--- config.mk ---
export PLATFORM = sky130hd
export DESIGN_NAME = sram_stage_sequencer_flat
export DESIGN_NICKNAME = d
export VERILOG_FILES = /design/src/rtl/sram_stage_sequencer_pkg.sv /design/src/rtl/sram_stage_sequencer_if.sv /design/src/rtl/sram_stage_sequencer_sram_port_mux.sv /design/src/rtl/sram_stage_sequencer.sv /design/src/flat_wrapper.sv
export SDC_FILE = /design/constraint.sdc
export NUM_CORES = 1
export LEC_CHECK = 0
export BUFFER_PORTS_ARGS = -buffer_cell sky130_fd_sc_hd__buf_2
export CAP_MARGIN = 15
export CORE_UTILIZATION = 45
export CTS_BUF_LIST = sky130_fd_sc_hd__clkbuf_8
export DETAILED_ROUTE_END_ITERATION = 10
export PLACE_DENSITY = 0.89
export SLEW_MARGIN = 20
export SYNTH_ARGS = -nofsm -noshare
export SYNTH_HDL_FRONTEND = slang
export SYNTH_SLANG_ARGS = --single-unit
export TNS_END_PERCENT = 1
--- constraint.sdc ---
create_clock -name CLOCK_50_I -period 2.54 [get_ports CLOCK_50_I]
set_input_delay 0.381 -clock CLOCK_50_I [delete_from_list [all_inputs] [get_ports CLOCK_50_I]]
set_output_delay 0.381 -clock CLOCK_50_I [all_outputs]
set_load 0.01 [all_outputs]
--- src/rtl/sram_stage_sequencer_pkg.sv ---
// Shared types and constants for the image-decoder stage sequencer.
package sram_stage_sequencer_pkg;

  // Sequencer states, in the order the decode pipeline walks through them.
  typedef enum logic [2:0] {
    S_SEQ_IDLE     = 3'd0,
    S_SEQ_UART     = 3'd1,
    S_SEQ_M2_START = 3'd2,
    S_SEQ_M2_WAIT  = 3'd3,
    S_SEQ_M1_START = 3'd4,
    S_SEQ_M1_WAIT  = 3'd5,
    S_SEQ_DISPLAY  = 3'd6,
    S_SEQ_ERROR    = 3'd7
  } seq_state_type;

  // SRAM bus owner encoding, also visible on the owner output.
  localparam logic [1:0] OWN_NONE = 2'd0;
  localparam logic [1:0] OWN_UART = 2'd1;
  localparam logic [1:0] OWN_M2   = 2'd2;
  localparam logic [1:0] OWN_M1   = 2'd3;

  // SRAM region base addresses of the decoded image layout.
  localparam logic [17:0] Y_BASE   = 18'd0;
  localparam logic [17:0] U_BASE   = 18'd38400;
  localparam logic [17:0] V_BASE   = 18'd57600;
  localparam logic [17:0] RGB_BASE = 18'd146944;

  // One SRAM request: address, write data and active-low write enable.
  typedef struct packed {
    logic [17:0] addr;
    logic [15:0] wdata;
    logic        we_n;
  } sram_req_t;

  // Which stage holds the SRAM port in a given state.
  function automatic logic [1:0] owner_of(input seq_state_type s);
    logic [1:0] o;
    o = OWN_NONE;
    case (s)
      S_SEQ_UART:                    o = OWN_UART;
      S_SEQ_M2_START, S_SEQ_M2_WAIT: o = OWN_M2;
      S_SEQ_M1_START, S_SEQ_M1_WAIT: o = OWN_M1;
      default:                       o = OWN_NONE;
    endcase
    return o;
  endfunction

endpackage

--- src/rtl/sram_stage_sequencer_if.sv ---
// Handshake and SRAM bus bundle between the sequencer and the stage modules.
interface sram_stage_sequencer_if;

  logic        go;
  logic        uart_active;
  logic        uart_done;
  logic [17:0] uart_addr;
  logic [15:0] uart_wdata;
  logic        uart_we_n;

  logic        m2_start;
  logic        m2_done;
  logic [17:0] m2_addr;
  logic [15:0] m2_wdata;
  logic        m2_we_n;

  logic        m1_start;
  logic        m1_done;
  logic [17:0] m1_addr;
  logic [15:0] m1_wdata;
  logic        m1_we_n;

  logic [17:0] SRAM_address;
  logic [15:0] SRAM_write_data;
  logic        SRAM_we_n;
  logic        vga_enable;
  logic [1:0]  owner;
  logic        busy;
  logic        error;

  // Sequencer side.
  modport master (
    input  go, uart_active, uart_done, uart_addr, uart_wdata, uart_we_n,
    input  m2_done, m2_addr, m2_wdata, m2_we_n,
    input  m1_done, m1_addr, m1_wdata, m1_we_n,
    output m2_start, m1_start,
    output SRAM_address, SRAM_write_data, SRAM_we_n,
    output vga_enable, owner, busy, error
  );

  // Stage / environment side.
  modport slave (
    output go, uart_active, uart_done, uart_addr, uart_wdata, uart_we_n,
    output m2_done, m2_addr, m2_wdata, m2_we_n,
    output m1_done, m1_addr, m1_wdata, m1_we_n,
    input  m2_start, m1_start,
    input  SRAM_address, SRAM_write_data, SRAM_we_n,
    input  vga_enable, owner, busy, error
  );

endinterface

--- src/rtl/sram_stage_sequencer_sram_port_mux.sv ---
// Combinational owner-select mux for the single SRAM port; also used by the display path.
module sram_port_mux
  import sram_stage_sequencer_pkg::*;
#(
  parameter logic [17:0] DEFAULT_ADDR = 18'd0
) (
  input  logic [1:0] owner,
  input  sram_req_t  uart_req,
  input  sram_req_t  m2_req,
  input  sram_req_t  m1_req,
  output sram_req_t  sram_req
);

  // Pass through only the owning stage; everyone else is shut out, including its we_n.
  always_comb begin
    // NOTE: idle value is assigned before the case so no path leaves sram_req unassigned (no latch).
    sram_req = '{addr: DEFAULT_ADDR, wdata: 16'd0, we_n: 1'b1};
    case (owner)
      OWN_UART: sram_req = uart_req;
      OWN_M2:   sram_req = m2_req;
      OWN_M1:   sram_req = m1_req;
      default:  ;
    endcase
  end

endmodule

--- src/rtl/sram_stage_sequencer.sv ---
// Top-level decode scheduler: UART load -> M2 -> M1 -> VGA display, owning the SRAM port.
module sram_stage_sequencer
  import sram_stage_sequencer_pkg::*;
#(
  parameter logic [23:0] TIMEOUT_CYCLES = 24'd8_000_000,
  parameter logic [17:0] DEFAULT_ADDR   = 18'd0
) (
  input logic                    CLOCK_50_I,
  input logic                    resetn,
  sram_stage_sequencer_if.master bus
);

  seq_state_type state_q, state_d;
  logic [1:0]    owner_q, owner_d;
  logic          m2_start_q, m2_start_d;
  logic          m1_start_q, m1_start_d;
  logic          vga_enable_q, vga_enable_d;
  logic          busy_q, busy_d;
  logic          error_q, error_d;
  logic          go_q, go_d;
  logic [23:0]   wd_q, wd_d;

  logic          go_rise;
  logic          stage_done;
  logic          wd_counting;
  logic          timeout;
  logic          unused_uart_active;

  sram_req_t     uart_req, m2_req, m1_req, sram_req;

  // The loader's activity flag is informational; the UART stage exits on uart_done alone.
  assign unused_uart_active = bus.uart_active;

  assign go_d    = bus.go;
  assign go_rise = bus.go & ~go_q;

  // Select the done flag of the stage being waited on and whether the watchdog runs.
  always_comb begin
    stage_done  = 1'b0;
    wd_counting = 1'b0;
    case (state_q)
      S_SEQ_UART: begin
        stage_done  = bus.uart_done;
        wd_counting = 1'b1;
      end
      S_SEQ_M2_WAIT: begin
        stage_done  = bus.m2_done;
        wd_counting = 1'b1;
      end
      S_SEQ_M1_WAIT: begin
        stage_done  = bus.m1_done;
        wd_counting = 1'b1;
      end
      default: ;
    endcase
  end

  // A zero limit disables the watchdog entirely.
  assign timeout = wd_counting && (TIMEOUT_CYCLES != 24'd0) &&
                   (wd_q == TIMEOUT_CYCLES - 24'd1);

  // Next-state logic; a stage's done takes priority over a coincident timeout.
  always_comb begin
    state_d = state_q;
    case (state_q)
      S_SEQ_IDLE:     if (bus.go) state_d = S_SEQ_UART;
      S_SEQ_UART: begin
        if (stage_done)   state_d = S_SEQ_M2_START;
        else if (timeout) state_d = S_SEQ_ERROR;
      end
      // A done left high from the previous frame is ignored in the START states.
      S_SEQ_M2_START: state_d = S_SEQ_M2_WAIT;
      S_SEQ_M2_WAIT: begin
        if (stage_done)   state_d = S_SEQ_M1_START;
        else if (timeout) state_d = S_SEQ_ERROR;
      end
      S_SEQ_M1_START: state_d = S_SEQ_M1_WAIT;
      S_SEQ_M1_WAIT: begin
        if (stage_done)   state_d = S_SEQ_DISPLAY;
        else if (timeout) state_d = S_SEQ_ERROR;
      end
      S_SEQ_DISPLAY:  if (go_rise) state_d = S_SEQ_UART;
      S_SEQ_ERROR:    if (go_rise) state_d = S_SEQ_IDLE;
      default:        state_d = S_SEQ_IDLE;
    endcase
  end

  // Registered outputs are decoded from the next state so they change on the same edge as the state.
  always_comb begin
    owner_d      = owner_of(state_d);
    m2_start_d   = (state_d == S_SEQ_M2_START);
    m1_start_d   = (state_d == S_SEQ_M1_START);
    vga_enable_d = (state_d == S_SEQ_DISPLAY);
    error_d      = (state_d == S_SEQ_ERROR);
    busy_d       = !((state_d == S_SEQ_IDLE) || (state_d == S_SEQ_DISPLAY) ||
                     (state_d == S_SEQ_ERROR));
    wd_d         = wd_q;
    if (state_d != state_q) begin
      wd_d = 24'd0;
    end else if (wd_counting && (TIMEOUT_CYCLES != 24'd0)) begin
      wd_d = wd_q + 24'd1;
    end
  end

  // State and output registers; reset parks the port with no owner at once.
  always_ff @(posedge CLOCK_50_I or negedge resetn) begin
    if (!resetn) begin
      state_q      <= S_SEQ_IDLE;
      owner_q      <= OWN_NONE;
      m2_start_q   <= 1'b0;
      m1_start_q   <= 1'b0;
      vga_enable_q <= 1'b0;
      busy_q       <= 1'b0;
      error_q      <= 1'b0;
      go_q         <= 1'b0;
      wd_q         <= 24'd0;
    end else begin
      // NOTE: non-blocking assignments so every flop samples pre-edge values.
      state_q      <= state_d;
      owner_q      <= owner_d;
      m2_start_q   <= m2_start_d;
      m1_start_q   <= m1_start_d;
      vga_enable_q <= vga_enable_d;
      busy_q       <= busy_d;
      error_q      <= error_d;
      go_q         <= go_d;
      wd_q         <= wd_d;
    end
  end

  assign uart_req = '{addr: bus.uart_addr, wdata: bus.uart_wdata, we_n: bus.uart_we_n};
  assign m2_req   = '{addr: bus.m2_addr,   wdata: bus.m2_wdata,   we_n: bus.m2_we_n};
  assign m1_req   = '{addr: bus.m1_addr,   wdata: bus.m1_wdata,   we_n: bus.m1_we_n};

  sram_port_mux #(
    .DEFAULT_ADDR (DEFAULT_ADDR)
  ) u_mux (
    .owner    (owner_q),
    .uart_req (uart_req),
    .m2_req   (m2_req),
    .m1_req   (m1_req),
    .sram_req (sram_req)
  );

  assign bus.SRAM_address    = sram_req.addr;
  assign bus.SRAM_write_data = sram_req.wdata;
  // Writes are blocked outright while latched in ERROR.
  assign bus.SRAM_we_n       = sram_req.we_n | error_q;

  assign bus.owner      = owner_q;
  assign bus.m2_start   = m2_start_q;
  assign bus.m1_start   = m1_start_q;
  assign bus.vga_enable = vga_enable_q;
  assign bus.busy       = busy_q;
  assign bus.error      = error_q;

endmodule

--- src/flat_wrapper.sv ---
// flat-port wrapper written by rule: the top's interface ports become plain ports
module sram_stage_sequencer_flat import sram_stage_sequencer_pkg::*;
#(
  parameter logic [23:0] TIMEOUT_CYCLES = 24'd8_000_000,
  parameter logic [17:0] DEFAULT_ADDR   = 18'd0
)
  (CLOCK_50_I, resetn, bus_go, bus_uart_active, bus_uart_done, bus_uart_addr, bus_uart_wdata, bus_uart_we_n, bus_m2_done, bus_m2_addr, bus_m2_wdata, bus_m2_we_n, bus_m1_done, bus_m1_addr, bus_m1_wdata, bus_m1_we_n, bus_m2_start, bus_m1_start, bus_SRAM_address, bus_SRAM_write_data, bus_SRAM_we_n, bus_vga_enable, bus_owner, bus_busy, bus_error);
  sram_stage_sequencer_if bus_i ();
  input logic CLOCK_50_I;
  input logic resetn;
  input wire logic [$bits(bus_i.go)-1:0] bus_go;
  input wire logic [$bits(bus_i.uart_active)-1:0] bus_uart_active;
  input wire logic [$bits(bus_i.uart_done)-1:0] bus_uart_done;
  input wire logic [$bits(bus_i.uart_addr)-1:0] bus_uart_addr;
  input wire logic [$bits(bus_i.uart_wdata)-1:0] bus_uart_wdata;
  input wire logic [$bits(bus_i.uart_we_n)-1:0] bus_uart_we_n;
  input wire logic [$bits(bus_i.m2_done)-1:0] bus_m2_done;
  input wire logic [$bits(bus_i.m2_addr)-1:0] bus_m2_addr;
  input wire logic [$bits(bus_i.m2_wdata)-1:0] bus_m2_wdata;
  input wire logic [$bits(bus_i.m2_we_n)-1:0] bus_m2_we_n;
  input wire logic [$bits(bus_i.m1_done)-1:0] bus_m1_done;
  input wire logic [$bits(bus_i.m1_addr)-1:0] bus_m1_addr;
  input wire logic [$bits(bus_i.m1_wdata)-1:0] bus_m1_wdata;
  input wire logic [$bits(bus_i.m1_we_n)-1:0] bus_m1_we_n;
  output wire logic [$bits(bus_i.m2_start)-1:0] bus_m2_start;
  output wire logic [$bits(bus_i.m1_start)-1:0] bus_m1_start;
  output wire logic [$bits(bus_i.SRAM_address)-1:0] bus_SRAM_address;
  output wire logic [$bits(bus_i.SRAM_write_data)-1:0] bus_SRAM_write_data;
  output wire logic [$bits(bus_i.SRAM_we_n)-1:0] bus_SRAM_we_n;
  output wire logic [$bits(bus_i.vga_enable)-1:0] bus_vga_enable;
  output wire logic [$bits(bus_i.owner)-1:0] bus_owner;
  output wire logic [$bits(bus_i.busy)-1:0] bus_busy;
  output wire logic [$bits(bus_i.error)-1:0] bus_error;
  assign bus_i.go = bus_go;
  assign bus_i.uart_active = bus_uart_active;
  assign bus_i.uart_done = bus_uart_done;
  assign bus_i.uart_addr = bus_uart_addr;
  assign bus_i.uart_wdata = bus_uart_wdata;
  assign bus_i.uart_we_n = bus_uart_we_n;
  assign bus_i.m2_done = bus_m2_done;
  assign bus_i.m2_addr = bus_m2_addr;
  assign bus_i.m2_wdata = bus_m2_wdata;
  assign bus_i.m2_we_n = bus_m2_we_n;
  assign bus_i.m1_done = bus_m1_done;
  assign bus_i.m1_addr = bus_m1_addr;
  assign bus_i.m1_wdata = bus_m1_wdata;
  assign bus_i.m1_we_n = bus_m1_we_n;
  assign bus_m2_start = bus_i.m2_start;
  assign bus_m1_start = bus_i.m1_start;
  assign bus_SRAM_address = bus_i.SRAM_address;
  assign bus_SRAM_write_data = bus_i.SRAM_write_data;
  assign bus_SRAM_we_n = bus_i.SRAM_we_n;
  assign bus_vga_enable = bus_i.vga_enable;
  assign bus_owner = bus_i.owner;
  assign bus_busy = bus_i.busy;
  assign bus_error = bus_i.error;
  sram_stage_sequencer #(.TIMEOUT_CYCLES(TIMEOUT_CYCLES), .DEFAULT_ADDR(DEFAULT_ADDR)) u_core (.CLOCK_50_I(CLOCK_50_I), .resetn(resetn), .bus(bus_i));
endmodule
==> results.ini, run 1 <==
[clock_network]
cts_num_sinks=35
postCtsSetupRepairBufs=0
cts_tree=yes
clk_latency_ns=0.29
hold_buffers=0
cts_made_buffers=5
cts_root_buf=clkbuf_8
cts_resized=0
clk_path_buf_depth=2
clk_pin_slew_ns=0.07
h-tree-depth=2

[synth]
synthTopCellsByArea=dfrtp_1 34%, mux2_2 15%, a22o_1 11%
synth_flop_cell=dfrtp_1
synth-edff-count=0
yosysMostFrequentCell=dfrtp_1
synthTopCellsByCount=35 x dfrtp_1, 34 x a22o_1, 34 x mux2_2
yosys_register_bits=35
ys_types=46
syn_avg_cell_area_um2=9.62
synthCells=271
seq_area_frac_synth_pct=33.6
synth_nets=384
yosysWarnings=0
async_flop_share_pct=100
synth_top_area_share_pct=33.6
syn-cell-area_um2=2610
synth_top_area_cell=dfrtp_1

[global_route]
grt_use_total_pct=27.7
grt_max_degree=37
overflow=0
antenna_found_initial=2
first_global_vias=2686
grt_first_pass_wirelength_um=13100

[sta]
finalClockSkew_ns=0.00530
worst_pin_slew_ns=0.777
maxSlewHeadroom_pct=48.2
period_share_pct=85.3
rsz0062_at_grt=no
setup_viol=0
timing.final.hold_violations=0
finalMaxSlewViolations=0
fmax_mhz=462
min_period_ns=2.17
setup_slack_ns=0.374
timing.setup.tns_ns=0

[die]
initial_core_util_pct=47.1
die-area_um2=6100
dieWidth_um=78.1
io_pins=154
rows=27
die_y_um=78.1
core_area_um2=5540

[critical_path]
reg2reg_slack_ns=0.44
worst_path_max_delay_cell=nor2b_2
arrival_ns=1.79
critPathMaxStageDelay_ns=0.46
crit_path_max_fanout=11
crit_required_ns=2.16
cp.buffers_inverters=1
path_cells=nor2b_2 -> a22oi_1 -> or2_2 -> buf_2
crit_family=simple AND/OR/NAND/NOR gates
critPathKind=register to primary output
start_kind=register
crit_path_end_kind=primary output

[placed_design]
dp_cells=482
io_buffers=152
place.gp.congestion=0.866
dpl.hpwl_um=6630
dp_slack_ns=0.461

[run]
max-cap-violations=0

[detailed_routing]
dr.pass1.iters=4
vias=2679
drtIter0Drc=122
drt_drc_violations_left=0
ant_nets=0
via_per_inst=5.45
wl_per_cell_um=16.8
totalWireLength_um=8270

[power_and_ir_drop]
ir_worst_vdd_uv=862
power_density_nw_per_um2=969
p_leak_uw=0.00182
p_total_uw=3450

[status]
outcome=completed

[layout]
num-fill-cells=451
syn2layout_area_growth_pct=36.4
final_nets=530
layout-drive-gt1-share_pct=50.5
finalNonFillerCells=492

[worst_hold_path]
min_path_type=input pin to async pin

[placed cells by master, fill, tap and decap left out, types with 2 or more instances in the layout]
| cell type | count |
|---|---|
| a22o_1 | 34 |
| mux2i_1 | 4 |
| or2_2 | 2 |
| buf_4 | 7 |
| nand4_1 | 7 |
| buf_2 | 152 |
| and3_1 | 3 |
| a31oi_1 | 3 |
| nand2b_1 | 3 |
| nand2_1 | 19 |
| mux2_2 | 34 |
| xnor2_1 | 4 |
| inv_1 | 4 |
| dfrtp_1 | 35 |
| o21ai_0 | 3 |
| nor3b_1 | 2 |
| nor2_1 | 30 |
| nor2b_1 | 3 |
| a21oi_1 | 4 |
| nand3_1 | 9 |
| xor2_1 | 20 |
| diode_2 | 2 |
| clkbuf_8 | 6 |
| and4_1 | 5 |
[path summary, 6_finish.rpt]
| check | start | endpoint | cells after the start |
|---|---|---|---|
| min | resetn | u_core.wd_q[15]$_DFFE_PN0P_ | 1 |
| max in group asynchronous | resetn | u_core.wd_q[6]$_DFFE_PN0P_ | 1 |
| min reg2reg | u_core.wd_q[22]$_DFFE_PN0P_ | u_core.wd_q[22]$_DFFE_PN0P_ | 2 |
| max | u_core.bus.owner[1]$_DFF_PN0_ | bus_SRAM_we_n | 4 |
| max reg2reg | u_core.state_q[0]$_DFF_PN0_ | u_core.wd_q[5]$_DFFE_PN0P_ | 5 |
| min in group CLOCK_50_I | bus_go | u_core.go_q$_DFF_PN0_ | 1 |
[worst register-to-register path, cell delays in order, from the launching register on]
cell	delay, ns
dfrtp_1	0.55
a21bo_1	0.35
nor4_4	0.40
nand2_2	0.19
nand2_1	0.38
nor2_1	0.10
[final cells by class]
cell class                 count  area, um^2  share of cell area [%]
multi-input combinational    211        1620                    45.6
sequential                    35         876                    24.6
timing repair buffer         160         833                    23.4
tap                           72        90.1                    2.53
clock buffer                   6        82.6                    2.32
clock inverter                 2        35.0                   0.985
inverter                       4        15.0                   0.422
antenna                        2        5.00                   0.141
[cells by family (layout without fill, tap and decap cells)]
kind of cell               count (synthesis)  count (layout)  share of synthesized area (%)
and+or+nand+nor                           93              93                           19.0
adders and majority gates                  1               1                          0.480
xor gates and xnor gates                  24              24                           8.06
DFF                                       35              35                           33.6
muxes                                     38              38                           16.2
other                                      0               2                              0
buffers and inverters                     25             172                           4.37
AOI/OAI and AO/OA                         55              55                           18.3
[power breakdown]
part / internal (uW) / total [uW] / switching (uW)
sequential: 637 / 721 / 84.7
clock: 317 / 516 / 199
combinational: 1020 / 2210 / 1190
total: 1970 / 3450 / 1470
[state kept, by name, indices dropped and copies added (netlist names)]
register and cells:
u_core.go_q 1, u_core.wd_q 24, u_core.bus.busy 1, u_core.bus.error 1, u_core.state_q 3, u_core.bus.vga_enable 1, u_core.bus.m2_start 1, u_core.bus.owner 2
u_core.bus.m1_start 1
[per-stage QoR]
step | util, % | hold WS, ns | cell area [um^2]
floorplan | - | 0.0854 | 2610
global placement | 62.0 | 0.491 | 3430
detailed placement | 62.0 | 0.494 | 3430
CTS | 64.1 | 0.184 | 3550
global route | 64.2 | 0.222 | 3560
finish | 64.2 | 0.166 | 3560
[metal layers]
metal	vias to the layer above	routed length (um)	GRT usage, %	share of wire, %
li1	1286	-	-	-
met1	1250	3180	32.4	38
met2	118	4080	46.4	49
met3	25	729	8.72	8.8
met4	0	280	12.0	3.4
met5	-	0	0	0
(Power assumes the default switching activity.)
==> inputs of run 2 (changes only) <==
--- a/config.mk
+++ b/config.mk
@@ -8,6 +8,9 @@
 export BUFFER_PORTS_ARGS = -buffer_cell sky130_fd_sc_hd__buf_2
 export CAP_MARGIN = 15
-export CORE_UTILIZATION = 45
+export CELL_PAD_IN_SITES_DETAIL_PLACEMENT = 1
+export CELL_PAD_IN_SITES_GLOBAL_PLACEMENT = 1
+export CORE_UTILIZATION = 32
 export CTS_BUF_LIST = sky130_fd_sc_hd__clkbuf_8
+export CTS_CLUSTER_DIAMETER = 30
 export DETAILED_ROUTE_END_ITERATION = 10
 export PLACE_DENSITY = 0.89
==> constraint.sdc (replaced) <==
create_clock -name CLOCK_50_I -period 2.54 [get_ports CLOCK_50_I]
set_input_delay 0.381 -clock CLOCK_50_I [delete_from_list [all_inputs] [get_ports CLOCK_50_I]]
set_output_delay 0.381 -clock CLOCK_50_I [all_outputs]
set_load 0.05 [all_outputs]
==> run 2 against run 1 <==
Effect of this change: sequential share of layout area shrank 0.23 points; critical path type is now register to register; hold slack gained 0.0024 ns; register-to-register slack lost 0.097 ns; cell count grew 7.3%; via count grew 2.7%; core utilization shrank 18 points; power grew 31%; sequential power shrank 2%; sequential cell count is the same; largest power group unchanged; setup slack lost 0.031 ns; highest routed layer unchanged.
==> results.ini, run 2 (same netlist as run 1, synthesis figures left out) <==
[power_and_ir_drop]
p_total_uw=4500
switching_share_pct=58.0
ir_worst_vdd_uv=578
p_int_uw=1890
power_frac_seq_pct=15.7
p_leak_uw=0.00183
power_density_nw_per_um2=1250
combPwrFrac_pct=75.7
p_sw_uw=2610
pwr-share-clk_pct=8.5

[clock_network]
postCtsSetupRepairBufs=0
clk_pin_slew_ns=0.07
cts_root_buf=clkbuf_8
h-tree-depth=2
hold_buffers=0
cts_made_buffers=5
clk_path_buf_depth=2
cts_num_sinks=35
clk_latency_ns=0.29
cts_tree=yes
cts_resized=0

[die]
io_pins=154
initial_core_util_pct=33.4
die_y_um=92.3
die-area_um2=8510
rows=32
dieWidth_um=92.3
core_area_um2=7810

[sta]
rsz0062_at_grt=no
finalClockSkew_ns=0.00213
min_period_ns=2.20
fmax_mhz=455
timing.setup.tns_ns=0
finalMaxSlewViolations=0
worst_pin_slew_ns=0.781
setup_slack_ns=0.343
setup_viol=0
maxSlewHeadroom_pct=47.9
timing.final.hold_violations=0
whs_ns=0.169
period_share_pct=86.5

[status]
outcome=completed

[global_route]
use_met1_pct=23.8
antenna_found_initial=5
overflow=0
first_global_vias=2893
grt_use_total_pct=22.0
grt_max_degree=37
busiest_layer=met2
use_met2_pct=41.4
met3_usage_pct=3.98
grt_first_pass_wirelength_um=14600

[placed_design]
placed_cell_area_um2=3500
dpl.hpwl_um=7440
place.gp.congestion=0.800
dp_slack_ns=0.370
io_buffers=152

[layout]
final_nets=533
syn2layout_area_growth_pct=37.7
num-fill-cells=976
layout_commonest_cell=buf_2
layout-drive-gt1-share_pct=50.4
largest_reg_flops=24
multiInputGateArea_um2=1620
final_area_um2=3590
largest-register=u_core.wd_q
regArea_um2=876
layout.cells.most_common_list=151 x buf_2, 35 x dfrtp_1, 34 x mux2_2, 34 x a22o_1, 30 x nor2_1

[critical_path]
critPathMaxStageDelay_ns=0.54
critPathKind=register to register
path_cells=a21bo_1 -> nor4_4 -> a221oi_2 -> a2111oi_4 -> a31oi_1
r2r-start=u_core.state_q[0]$_DFF_PN0_
start_kind=register
crit_required_ns=2.69
crit_path_end_kind=register
crit_path_max_fanout=11
worst_path_max_delay_cell=dfrtp_1
arrival_ns=2.34
startpoint=u_core.state_q[0]$_DFF_PN0_

[run]
max-cap-violations=0

[detailed_routing]
totalWireLength_um=9390
via_per_inst=5.21
wl_per_cell_um=17.8
dr.pass1.iters=5
ant_nets=0
vias=2750
drtIter0Drc=65
drt_drc_violations_left=0

[worst_hold_path]
min_path_type=input pin to async pin

## run 2: final cells by class
type / instances / share of cell area (%)
antenna: 5 / 0.348
clock buffer: 5 / 1.92
clock inverter: 3 / 0.348
inverter: 4 / 0.418
multi-input combinational: 211 / 45.1
sequential: 35 / 24.4
tap: 102 / 3.55
timing repair buffer: 163 / 23.9
## run 2: metal layers
metal | part of all wire (%) | vias to the layer above | wire (um)
met5 | 0 | - | 0
met4 | 2.3 | 0 | 220
met3 | 6.1 | 13 | 572
met2 | 53 | 101 | 5000
met1 | 38 | 1339 | 3600
li1 | - | 1297 | -
## run 2: power groups by stage
| stage | clock network (uW) | logic (uW) | registers, uW |
|---|---|---|---|
| after floorplan | 0 | 2510 | 821 |
| after global placement | 0 | 3320 | 708 |
| after detailed placement | 0 | 3380 | 717 |
| after CTS | 391 | 3410 | 708 |
| after global routing | 417 | 3600 | 719 |
| final | 384 | 3410 | 708 |
## run 2: final timing paths
kind	to	slack (ns)	depth (start not counted)
max	u_core.bus.owner[1]$_DFF_PN0_	0.34	5
min	u_core.wd_q[14]$_DFFE_PN0P_	0.17	1
max reg2reg	u_core.bus.owner[1]$_DFF_PN0_	0.34	5
min reg2reg	u_core.wd_q[22]$_DFFE_PN0P_	0.57	2
max in group asynchronous	u_core.state_q[2]$_DFF_PN0_	1.87	1
min in group CLOCK_50_I	u_core.go_q$_DFF_PN0_	0.27	1
## run 2: critical path: cells and delay by family, from the launching register on
family           cells  cell delay, ns
AO/OA/AOI/OAI        4            1.09
flip-flops           1            0.54
AND/OR/NAND/NOR      1            0.42
## run 2: metrics by stage
stage	instances	util [%]
after detailed placement	515	44.8
after global placement	515	44.8
final	528	46.0
after floorplan	271	-
after CTS	523	45.8
after global routing	528	46.0
